`src/rtl/alu16_seq.sv`:
```
// alu16_seq: runs 16-bit ADD/ADC/SUB/SBB as two passes through an external
// 8-bit ALU. The low byte goes first, then the high byte with the carry/borrow
// chained. The result and the merged flag byte come back with a one-cycle done pulse.
// Optional build macro ALU16_CMP_EN adds iCmp. iCmp forces a subtract that
// updates only the flags, which makes it a 16-bit compare.
// oState exposes the FSM state (IDLE=0, LO=1, HI=2, DONE=3) for debug.
module alu16_seq #(
    parameter int DATASIZE = 8,
    parameter int FLAG_S   = 7,
    parameter int FLAG_Z   = 6,
    parameter int FLAG_A   = 4,
    parameter int FLAG_P   = 2,
    parameter int FLAG_C   = 0
) (
    input  logic                  iClk,
    input  logic                  iRstN,
    input  logic                  iReq,
    input  logic [1:0]            iOp,
    input  logic [2*DATASIZE-1:0] iA,
    input  logic [2*DATASIZE-1:0] iB,
    input  logic [7:0]            iF,
`ifdef ALU16_CMP_EN
    input  logic                  iCmp,
`endif
    output logic                  oBusy,
    output logic                  oDone,
    output logic [2*DATASIZE-1:0] oY,
    output logic [7:0]            oF,
    output logic [2:0]            oAluS,
    output logic [DATASIZE-1:0]   oAluA,
    output logic [DATASIZE-1:0]   oAluB,
    output logic [7:0]            oAluF,
    input  logic [DATASIZE-1:0]   iAluY,
    input  logic [7:0]            iAluF,
    output logic [1:0]            oState
);

    localparam int W2 = 2 * DATASIZE;

    typedef enum logic [1:0] {IDLE = 2'd0, LO = 2'd1, HI = 2'd2, DONE = 2'd3} stateT;

    // Handshake: iReq is sampled only in IDLE. A request seen there is accepted
    // on that clock edge and is never queued. oDone is high for the single DONE
    // cycle, and oY/oF keep their values until the next completion.

    stateT               state;
    stateT               stateNext;
    logic [W2-1:0]       aReg;
    logic [W2-1:0]       bReg;
    logic [1:0]          opReg;
    logic [7:0]          fReg;
    logic [DATASIZE-1:0] yLo;
    logic [7:0]          fLo;
    logic                updY;
    logic [7:0]          fMerged;
    logic [1:0]          opAccept;

`ifdef ALU16_CMP_EN
    logic cmpReg;
    // A compare always subtracts; iOp[0] still selects whether the borrow is used.
    assign opAccept = iCmp ? {1'b1, iOp[0]} : iOp;
    assign updY     = ~cmpReg;
`else
    assign opAccept = iOp;
    assign updY     = 1'b1;
`endif

    assign oBusy  = (state != IDLE);
    assign oDone  = (state == DONE);
    assign oState = state;

    // State register plus operand latches, low-pass capture and result registers.
    always_ff @(posedge iClk) begin
        if (!iRstN) begin
            state <= IDLE;
            aReg  <= '0;
            bReg  <= '0;
            opReg <= '0;
            fReg  <= '0;
            yLo   <= '0;
            fLo   <= '0;
            oY    <= '0;
            oF    <= '0;
`ifdef ALU16_CMP_EN
            cmpReg <= 1'b0;
`endif
        end else begin
            state <= stateNext;
            if (state == IDLE && iReq) begin
                aReg  <= iA;
                bReg  <= iB;
                opReg <= opAccept;
                fReg  <= iF;
`ifdef ALU16_CMP_EN
                cmpReg <= iCmp;
`endif
            end
            if (state == LO) begin
                yLo <= iAluY;
                fLo <= iAluF;
            end
            if (state == HI) begin
                oF <= fMerged;
                if (updY) begin
                    oY <= {iAluY, yLo};
                end
            end
        end
    end

    // Flag merge: the high pass supplies S/AC/P/C. Z must hold for both bytes.
    // All other bits pass through from the caller's flag register.
    always_comb begin
        fMerged         = fReg;
        fMerged[FLAG_S] = iAluF[FLAG_S];
        fMerged[FLAG_Z] = fLo[FLAG_Z] & iAluF[FLAG_Z];
        fMerged[FLAG_A] = iAluF[FLAG_A];
        fMerged[FLAG_P] = iAluF[FLAG_P];
        fMerged[FLAG_C] = iAluF[FLAG_C];
    end

    // Next state and ALU drive. The high pass forces op bit 0 so the low-pass carry/borrow chains.
    always_comb begin
        stateNext = state;
        oAluS     = 3'b000;
        oAluA     = '0;
        oAluB     = '0;
        oAluF     = '0;
        case (state)
            IDLE: begin
                if (iReq) begin
                    stateNext = LO;
                end
            end
            LO: begin
                stateNext = HI;
                oAluS     = {1'b0, opReg};
                oAluA     = aReg[DATASIZE-1:0];
                oAluB     = bReg[DATASIZE-1:0];
                oAluF     = fReg;
            end
            HI: begin
                stateNext = DONE;
                oAluS     = {1'b0, opReg[1], 1'b1};
                oAluA     = aReg[W2-1:DATASIZE];
                oAluB     = bReg[W2-1:DATASIZE];
                oAluF     = fLo;
            end
            DONE: begin
                stateNext = IDLE;
            end
            default: begin
                stateNext = IDLE;
            end
        endcase
    end

endmodule

```
`config.mk`:
```
export PLATFORM = sky130hd
export DESIGN_NAME = alu16_seq
export DESIGN_NICKNAME = d
export VERILOG_FILES = /design/src/rtl/alu16_seq.sv
export SDC_FILE = /design/constraint.sdc
export NUM_CORES = 1
export LEC_CHECK = 0
export ABC_AREA = 1
export BUFFER_PORTS_ARGS = -buffer_cell sky130_fd_sc_hd__buf_2
export CORE_MARGIN = 8
export CORE_UTILIZATION = 50
export DETAILED_ROUTE_END_ITERATION = 7
export PLACE_DENSITY = 0.82
export SLEW_MARGIN = 15
export SYNTH_ARGS = -nofsm -noshare
export SYNTH_HDL_FRONTEND = slang
export SYNTH_SLANG_ARGS = --single-unit
```
`constraint.sdc`:
```
create_clock -name iClk -period 1.56 [get_ports iClk]
set_input_delay 0.156 -clock iClk [delete_from_list [all_inputs] [get_ports iClk]]
set_output_delay 0.156 -clock iClk [all_outputs]
set_load 0.01 [all_outputs]
```
# Word level (Yosys, flattened, before mapping)
# Cells that the tools add are included.
# Widths: inputs -> output; s select.
dict set report word_totals {
  word_cells 23
  input_bits 61
  regBits 84
  output_inout_bits 55
}
dict set report classes {
  n_reduce_logical 3
  n_eq_ne 4
  bitwise_logic 1
  n_mux 6
}
# cell n
set op_table {}
lappend op_table {{$pmux 8 s2} 3}
lappend op_table {{$pmux 2 s4} 1}
lappend op_table {{$eq 2x2->1 const B} 2}
lappend op_table {{$pmux 2 s2} 1}
lappend op_table {{$eq 2x1->1 const B} 1}
lappend op_table {{$logic_not 2->1} 1}
lappend op_table {{$mux 2} 1}
lappend op_table {{$ne 2x2->1 const B} 1}
lappend op_table {{$reduce_bool 2->1} 1}
lappend op_table {{$and 1x1->1} 1}
lappend op_table {{$logic_and 1x1->1} 1}

# Logic depth before layout (Yosys ltp)
# Gate-level depths: netlist of run 1.
dict set report logic_depth {
  word_depth 2
  ltp_mapped 7
}

# Worst setup path before layout of run 1
# No wires, ideal clock.
dict set report synth_timing {
  kind {reg2out}
  startpoint {reg state[0], in the netlist oState[0]}
  endpoint {out oAluB[0]}
  stages_incl_launch_ff 6
  n_path_buf 1
  required_ns 1.404
  arrival_time_ns 1.337
  setup_slack_ns 0.067
  path_cell_list {dfxtp_1 inv_1 ha_1 inv_2 clkbuf_1 a21oi_1}
}
dict set report synth_between {
  elab_chain_cells 2
  word_cells_on_any_way 3
}
# item line_no
set synth_rtl {}
lappend synth_rtl {{start: declaration} 46} ;# stateT state;
lappend synth_rtl {{start signal: assignment} 88} ;# state <= stateNext;
lappend synth_rtl {{$eq 2x2->1 / $eq 2x1->1 (equally long branches)} 129} ;# case (state)
lappend synth_rtl {{$pmux 8 s2 (*)} 129}
lappend synth_rtl {{end: declaration} 31} ;# output logic [DATASIZE-1:0] oAluB,
# Every way passes the cells marked *; elsewhere a longest branch is shown, timed or not.

# Worst setup path after layout of run 1
dict set report layout_timing {
  startpoint {reg state[1], in the netlist oState[1]}
  endpoint {out oAluA[2]}
}
dict set report layout_between {
  elab_chain_cells 2
  word_cells_on_any_way 3
}
# item line_no
set layout_rtl {}
lappend layout_rtl {{$eq 2x2->1 / $eq 2x1->1 (equally long branches)} 129}
lappend layout_rtl {{$pmux 8 s2 (*)} 129}
lappend layout_rtl {{end: declaration} 30} ;# output logic [DATASIZE-1:0] oAluA,
# Marked as above.

==> out/qor.csv, run 1 <==
metric;value;unit
combinational power share;43.3;%
GR Overflow Total;0;
violated checks;negative setup slack;
min Tclk post-route;1.67;ns
count of state elements after synthesis;84;
Crit path max-delay family;buffers and inverters;
share of layout cells above drive strength 1;33.3;%
Post-Syn Nets;538;
DIE WIDTH;99.3;um
total power;7870;uW
gpl congestion;0.914;
Final Non-Filler Cells;665;
initial antenna violation count;0;
vias;3510;
Clock Latency Late Sink;0.35;ns
TritonCTS buffer count;9;
setup violators final;26;
Critical Path RT;1.40;ns
worst hold margin;0.0480;ns
Synth cell types;17;
DR WL/cell;14.9;um
Hold Vio Cnt, Final;0;
slowest CP cell;dfxtp_2;
Global Route Usage Sum;20.1;%
syn avg cell area;7.37;sq um
Post-Place Cells;646;
die height;99.3;um
core area;0.00676;sq mm
first-pass GRT wire length;16500;um
Worst-path clk slew;0.09;ns
Post-Synthesis Cells;471;
IO Count;116;
final clock skew;0.00816;ns
Worst VDD drop;1.04;mV
ANT cells;0;
Cell Area, Synth;0.00347;sq mm
leading area contributor after synthesis;dfxtp_1;
Static Leak;0.00206;uW
Flop pwr share;39.1;%
pre-CTS setup slack;-0.0473;ns
Critical Path AT;1.51;ns
Synth Warn #;0;
DRC errors left;0;
CTS tree;done;
Clk network pwr share;17.6;%
antenna-violating nets left;0;
final wirelength;9890;um
detailed placement HPWL;6860;um
die area;0.00987;sq mm
FMAX;599;MHz
Worst path max stage delay;0.36;ns
Internal Dissipation;4610;uW
clk sinks;84;
H-tree levels;3;
row cnt;30;
kind of critical path;flip-flop to output pin;
WP buf/inv;3;
Power per Cell Area;1750;mW/mm^2
starting density of the core;51.4;%
Area Overhead vs Synth;29.7;%
Final Worst Setup Slack;-0.110;ns
Tcrit/Tclk final;107;%
top cell type's share of synthesized area;48.4;%
register area share after synthesis;48.4;%
clk root buf;clkbuf_8;
Synth area leaders;dfxtp_1, nand2_1, a21oi_1;
Critical Path Start Type;flip-flop;
Max clock buf depth;2;
Final Max Slew Viols;0;
outcome;finished, violations left;
initial DRC count;250;
total net switching power;3260;uW
crit path max fanout;8;
first-pass detailed-route iteration total;5;
post-layout util;66.6;%
Sw Share;41.4;%
vias in the first global route;3520;
RSZ-0062 raised after global routing;true;
routed vias/inst;5.28;
Fill cells;597;
pin count of the biggest net entering global routing;43;
MaxCap Viol Count;0;
Port-buffer cells;114;
nets;647;
Critical Path, Cell by Cell;buf_6 > ha_4 > buf_8 > nand2_1 > a21oi_1 > buf_2;
crit end category;output pin;
hold crit path type;input port to flip-flop;
[sequential cells by signal, summed over array words and instances, names as in the netlist]
name / count
aReg: 16
bReg: 16
oY: 16
fLo: 8
fReg: 8
oF: 8
yLo: 8
oState: 2
opReg: 2
[metal layers]
metal | GRT usage (%) | wire length, um | up-vias
met5 | 0 | 0 | -
met4 | 7.33 | 143 | 0
met3 | 6.15 | 821 | 18
met2 | 32.3 | 4590 | 134
met1 | 24.8 | 4330 | 1605
li1 | - | - | 1753
[worst paths after layout]
kind	from	to	cells after the start	slack, ns
max	oState[1]	oAluA[2]	6	-0.11
min	iAluF[0]	oF[0]	3	0.05
max reg2reg	oState[0]	fReg[1]	5	0.20
min reg2reg	aReg[2]	aReg[2]	2	0.47
[Yosys cell counts]
master	instances
conb_1	1
nand3_1	44
o21ai_0	39
nand2_4	1
inv_2	4
clkbuf_1	5
buf_4	17
o21ai_1	1
a21oi_2	1
inv_1	6
clkbuf_2	2
buf_2	13
nor2_1	84
dfxtp_1	84
nand2_1	95
a21oi_1	68
ha_1	6
[per-stage QoR]
step                      area [sq um]  TNS (ns)
after detailed placement          4070    -0.137
after CTS                         4430     -1.76
after floorplan                   3470         0
final                             4500     -2.08
after global placement            4070         0
after global routing              4500     -3.76
[power by group through the flow]
stage | Sequential, uW | Combinational [uW] | Clock, uW
5_1_grt | 3140 | 3780 | 1520
4_1_cts | 3050 | 3320 | 1410
3_5_place_dp | 3050 | 2900 | 0
3_3_place_gp | 3030 | 2820 | 0
6_report | 3080 | 3410 | 1390
2_1_floorplan | 3130 | 1900 | 0
[layout by cell type (no fill, tap or decap)]
cell type     n
dfxtp_4       1
buf_12        3
o21ai_1       1
inv_4         1
nand3_1      44
nand2_1      80
nand2_2       9
nor2_1       84
dfxtp_1      82
buf_4        14
clkbuf_8      9
a21oi_2      15
nand2_4       7
ha_1          1
ha_4          3
inv_1         4
dfxtp_2       1
clkinvlp_4    4
a21oi_1      54
conb_1        1
buf_2       114
inv_8         1
inv_6         2
clkinv_2      1
o21ai_0      39
inv_2         3
buf_6         1
ha_2          2
buf_8         3
clkinv_4      1
[cells by family (layout without fill, tap and decap cells)]
logic type	after synthesis	count (layout)	synth area share (%)
AO/OA/AOI/OAI	109	109	15.8
AND/OR/NAND/NOR	224	224	26.0
buffers and inverters	47	161	7.46
other	1	1	0.108
adder cells (fa/ha/maj)	6	6	2.16
flip-flops	84	84	48.4
[cell type report]
cell class              count  area (sq um)  share of cell area [%]
multi-input cells         340          1690                    37.6
flip-flops and latches     84          1690                    37.5
well taps                  80           100                    2.22
repair buffers            135           792                    17.6
inverters                  10          52.6                    1.17
clock inverters             7          52.6                    1.17
clock buffers               9           124                    2.75
[tightest hold or removal path: stages]
cell,delay (ns)
buf_2,0.09
nor2_1,0.04
nor2_1,0.08
[what timing repair did]
action | in CTS | in global routing
resized for setup | 46 | 21
hold buffers | 0 | 0
buffers inserted | 2 | 1
pin swaps | 5 | 8
setup endpoints to repair | 27 | 27
hold endpoints to repair | 0 | 0
cloned | 1 | 0
No activity file was read; power rests on OpenSTA's default activity.
==> inputs of run 2 (changes only) <==
--- a/config.mk
+++ b/config.mk
@@ -7,7 +7,6 @@
 export LEC_CHECK = 0
 export ABC_AREA = 1
 export BUFFER_PORTS_ARGS = -buffer_cell sky130_fd_sc_hd__buf_2
-export CORE_MARGIN = 8
 export CORE_UTILIZATION = 50
 export DETAILED_ROUTE_END_ITERATION = 7
 export PLACE_DENSITY = 0.82
==> out/qor.csv, run 2 (synthesis gave the netlist of run 1 again) <==
metric;value;unit;change
total power;8130;uW;+3.3%
pin count of the biggest net entering global routing;43;;unchanged
Port-buffer cells;114;;unchanged
Final Max Slew Viols;0;;unchanged
crit end category;output pin;;
nets;646;;-0.15%
initial DRC count;163;;-35%
Static Leak;0.00201;uW;-2.5%
GR Overflow Total;0;;unchanged
worst hold stages;3;;unchanged
TritonCTS buffer count;9;;unchanged
Tcrit/Tclk final;105;%;-2.0 points
routed vias/inst;5.28;;+0.12%
DIE WIDTH;85.3;um;-14%
vias;3509;;-0.028%
final wirelength;9160;um;-7.4%
crit path max fanout;14;;+6
Hold Buf Count CTS;0;;unchanged
ANT cells;0;;unchanged
Reg2Reg Depth;5;;unchanged
Area Overhead vs Synth;28.6;%;
clk sinks;84;;unchanged
initial antenna violation count;0;;unchanged
first-pass GRT wire length;15000;um;-9.1%
Global Route Usage Sum;25.4;%;+5.3 points
Largest regs;aReg x16, bReg x16, oY x16;;
pre-CTS setup slack;-0.0344;ns;+0.0129 ns
die area;0.00728;sq mm;-26%
antenna-violating nets left;0;;unchanged
H-tree levels;3;;unchanged
share of layout cells above drive strength 1;29.5;%;-3.9 points
Critical Path RT;1.40;ns;about the same
detailed placement HPWL;5980;um;-13%
Power per Cell Area;1820;mW/mm^2;+4.1%
post-layout util;66.1;%;-0.56 points
Fill cells;612;;+2.5%
IO Count;116;;unchanged
DP Area;0.00406;sq mm;-0.37%
Final Worst Setup Slack;-0.0793;ns;+0.0307 ns
vias in the first global route;3303;;-6.2%
DRC errors left;0;;unchanged
Critical Path AT;1.48;ns;-0.03 ns
Final Non-Filler Cells;664;;-0.15%
row cnt;30;;unchanged
violated checks;negative setup slack;;
final clock skew;0.00590;ns;-0.00226 ns
most frequent cells in the layout;buf_2, nand2_1, nor2_1, dfxtp_1, a21oi_1;;
Hold Vio Cnt, Final;0;;unchanged
core area;0.00676;sq mm;unchanged
final design instance area without fill;0.00446;sq mm;-0.83%
clk root buf;clkbuf_8;;
Critical Path Start Type;flip-flop;;
commonest non-fill, non-tap cell in the layout;buf_2;;
RSZ-0062 raised after global routing;true;;
die height;85.3;um;-14%
Post-Place Cells;644;;-0.31%
first-pass detailed-route iteration total;6;;+1
outcome;finished, violations left;;
starting density of the core;51.4;%;unchanged
hold crit path type;input port to flip-flop;;
Worst VDD drop;0.770;mV;-26%
Clock Latency Late Sink;0.33;ns;-0.02 ns
Worst-path clk slew;0.08;ns;about the same
FMAX;610;MHz;+1.9%
kind of critical path;flip-flop to output pin;;
DR WL/cell;13.8;um;-7.3%
setup violators final;26;;unchanged
Max clock buf depth;2;;unchanged
MaxCap Viol Count;0;;unchanged
CTS tree;done;;
min Tclk post-route;1.64;ns;-0.0307 ns
gpl congestion;0.844;;-7.7%
-- run 2: final timing paths --
path                            slack (ns)       end  startpoint
worst max-delay path                 -0.08  oAluB[2]   oState[0]
worst min-delay path                  0.05    fLo[3]    iAluF[3]
worst max register to register        0.19   aReg[1]   oState[1]
worst min register to register        0.46  bReg[14]    bReg[14]
-- run 2: metrics by stage --
| step | hold slack [ns] | setup TNS, ns |
|---|---|---|
| after global routing | 0.0470 | -2.92 |
| after detailed placement | 0.390 | -0.259 |
| after floorplan | 0.291 | 0 |
| after global placement | 0.387 | 0 |
| final | 0.0499 | -1.08 |
| after CTS | 0.0432 | -1.33 |
-- run 2: what timing repair did --
| item | in CTS | in global routing |
|---|---|---|
| pin swaps | 0 | 2 |
| setup buffers | 3 | 0 |
| setup endpoints to repair | 27 | 27 |
| cloned | 2 | 0 |
| resized for setup | 35 | 7 |
| endpoints found under the hold margin | 0 | 0 |
-- run 2: area by class of cell --
type / count / area, sq um / share of cell area (%)
timing repair buffer: 133 / 767 / 17.2
sequential: 84 / 1690 / 37.8
multi-input combinational: 340 / 1610 / 36.1
clock inverter: 5 / 100 / 2.24
timing repair inverter: 1 / 7.51 / 0.168
clock buffer: 11 / 131 / 2.94
tap: 80 / 100 / 2.24
inverter: 10 / 57.6 / 1.29
-- run 2: critical path, stage by stage, from the launching register on --
cell     delay [ns]
dfxtp_4        0.38
inv_6          0.09
ha_4           0.17
buf_12         0.15
nand2_1        0.07
a21oi_2        0.14
buf_2          0.14
-- run 2: per-layer routing --
layer,wire [um],global-route usage [%],part of all wire [%],vias up
li1,-,-,-,1743
met4,80,9.85,0.87,0
met2,4360,41.9,48,122
met3,589,5.25,6.4,9
met5,0,0,0,-
met1,4130,32.9,45,1635
-- run 2: report_power, final --
part | total (uW) | leakage [uW] | internal (uW) | switching, uW
Clock | 1800 | 0.000117 | 1060 | 739
Sequential | 3070 | 0.000690 | 2740 | 327
Combinational | 3250 | 0.00121 | 1230 | 2030
Total | 8130 | 0.00201 | 5030 | 3100
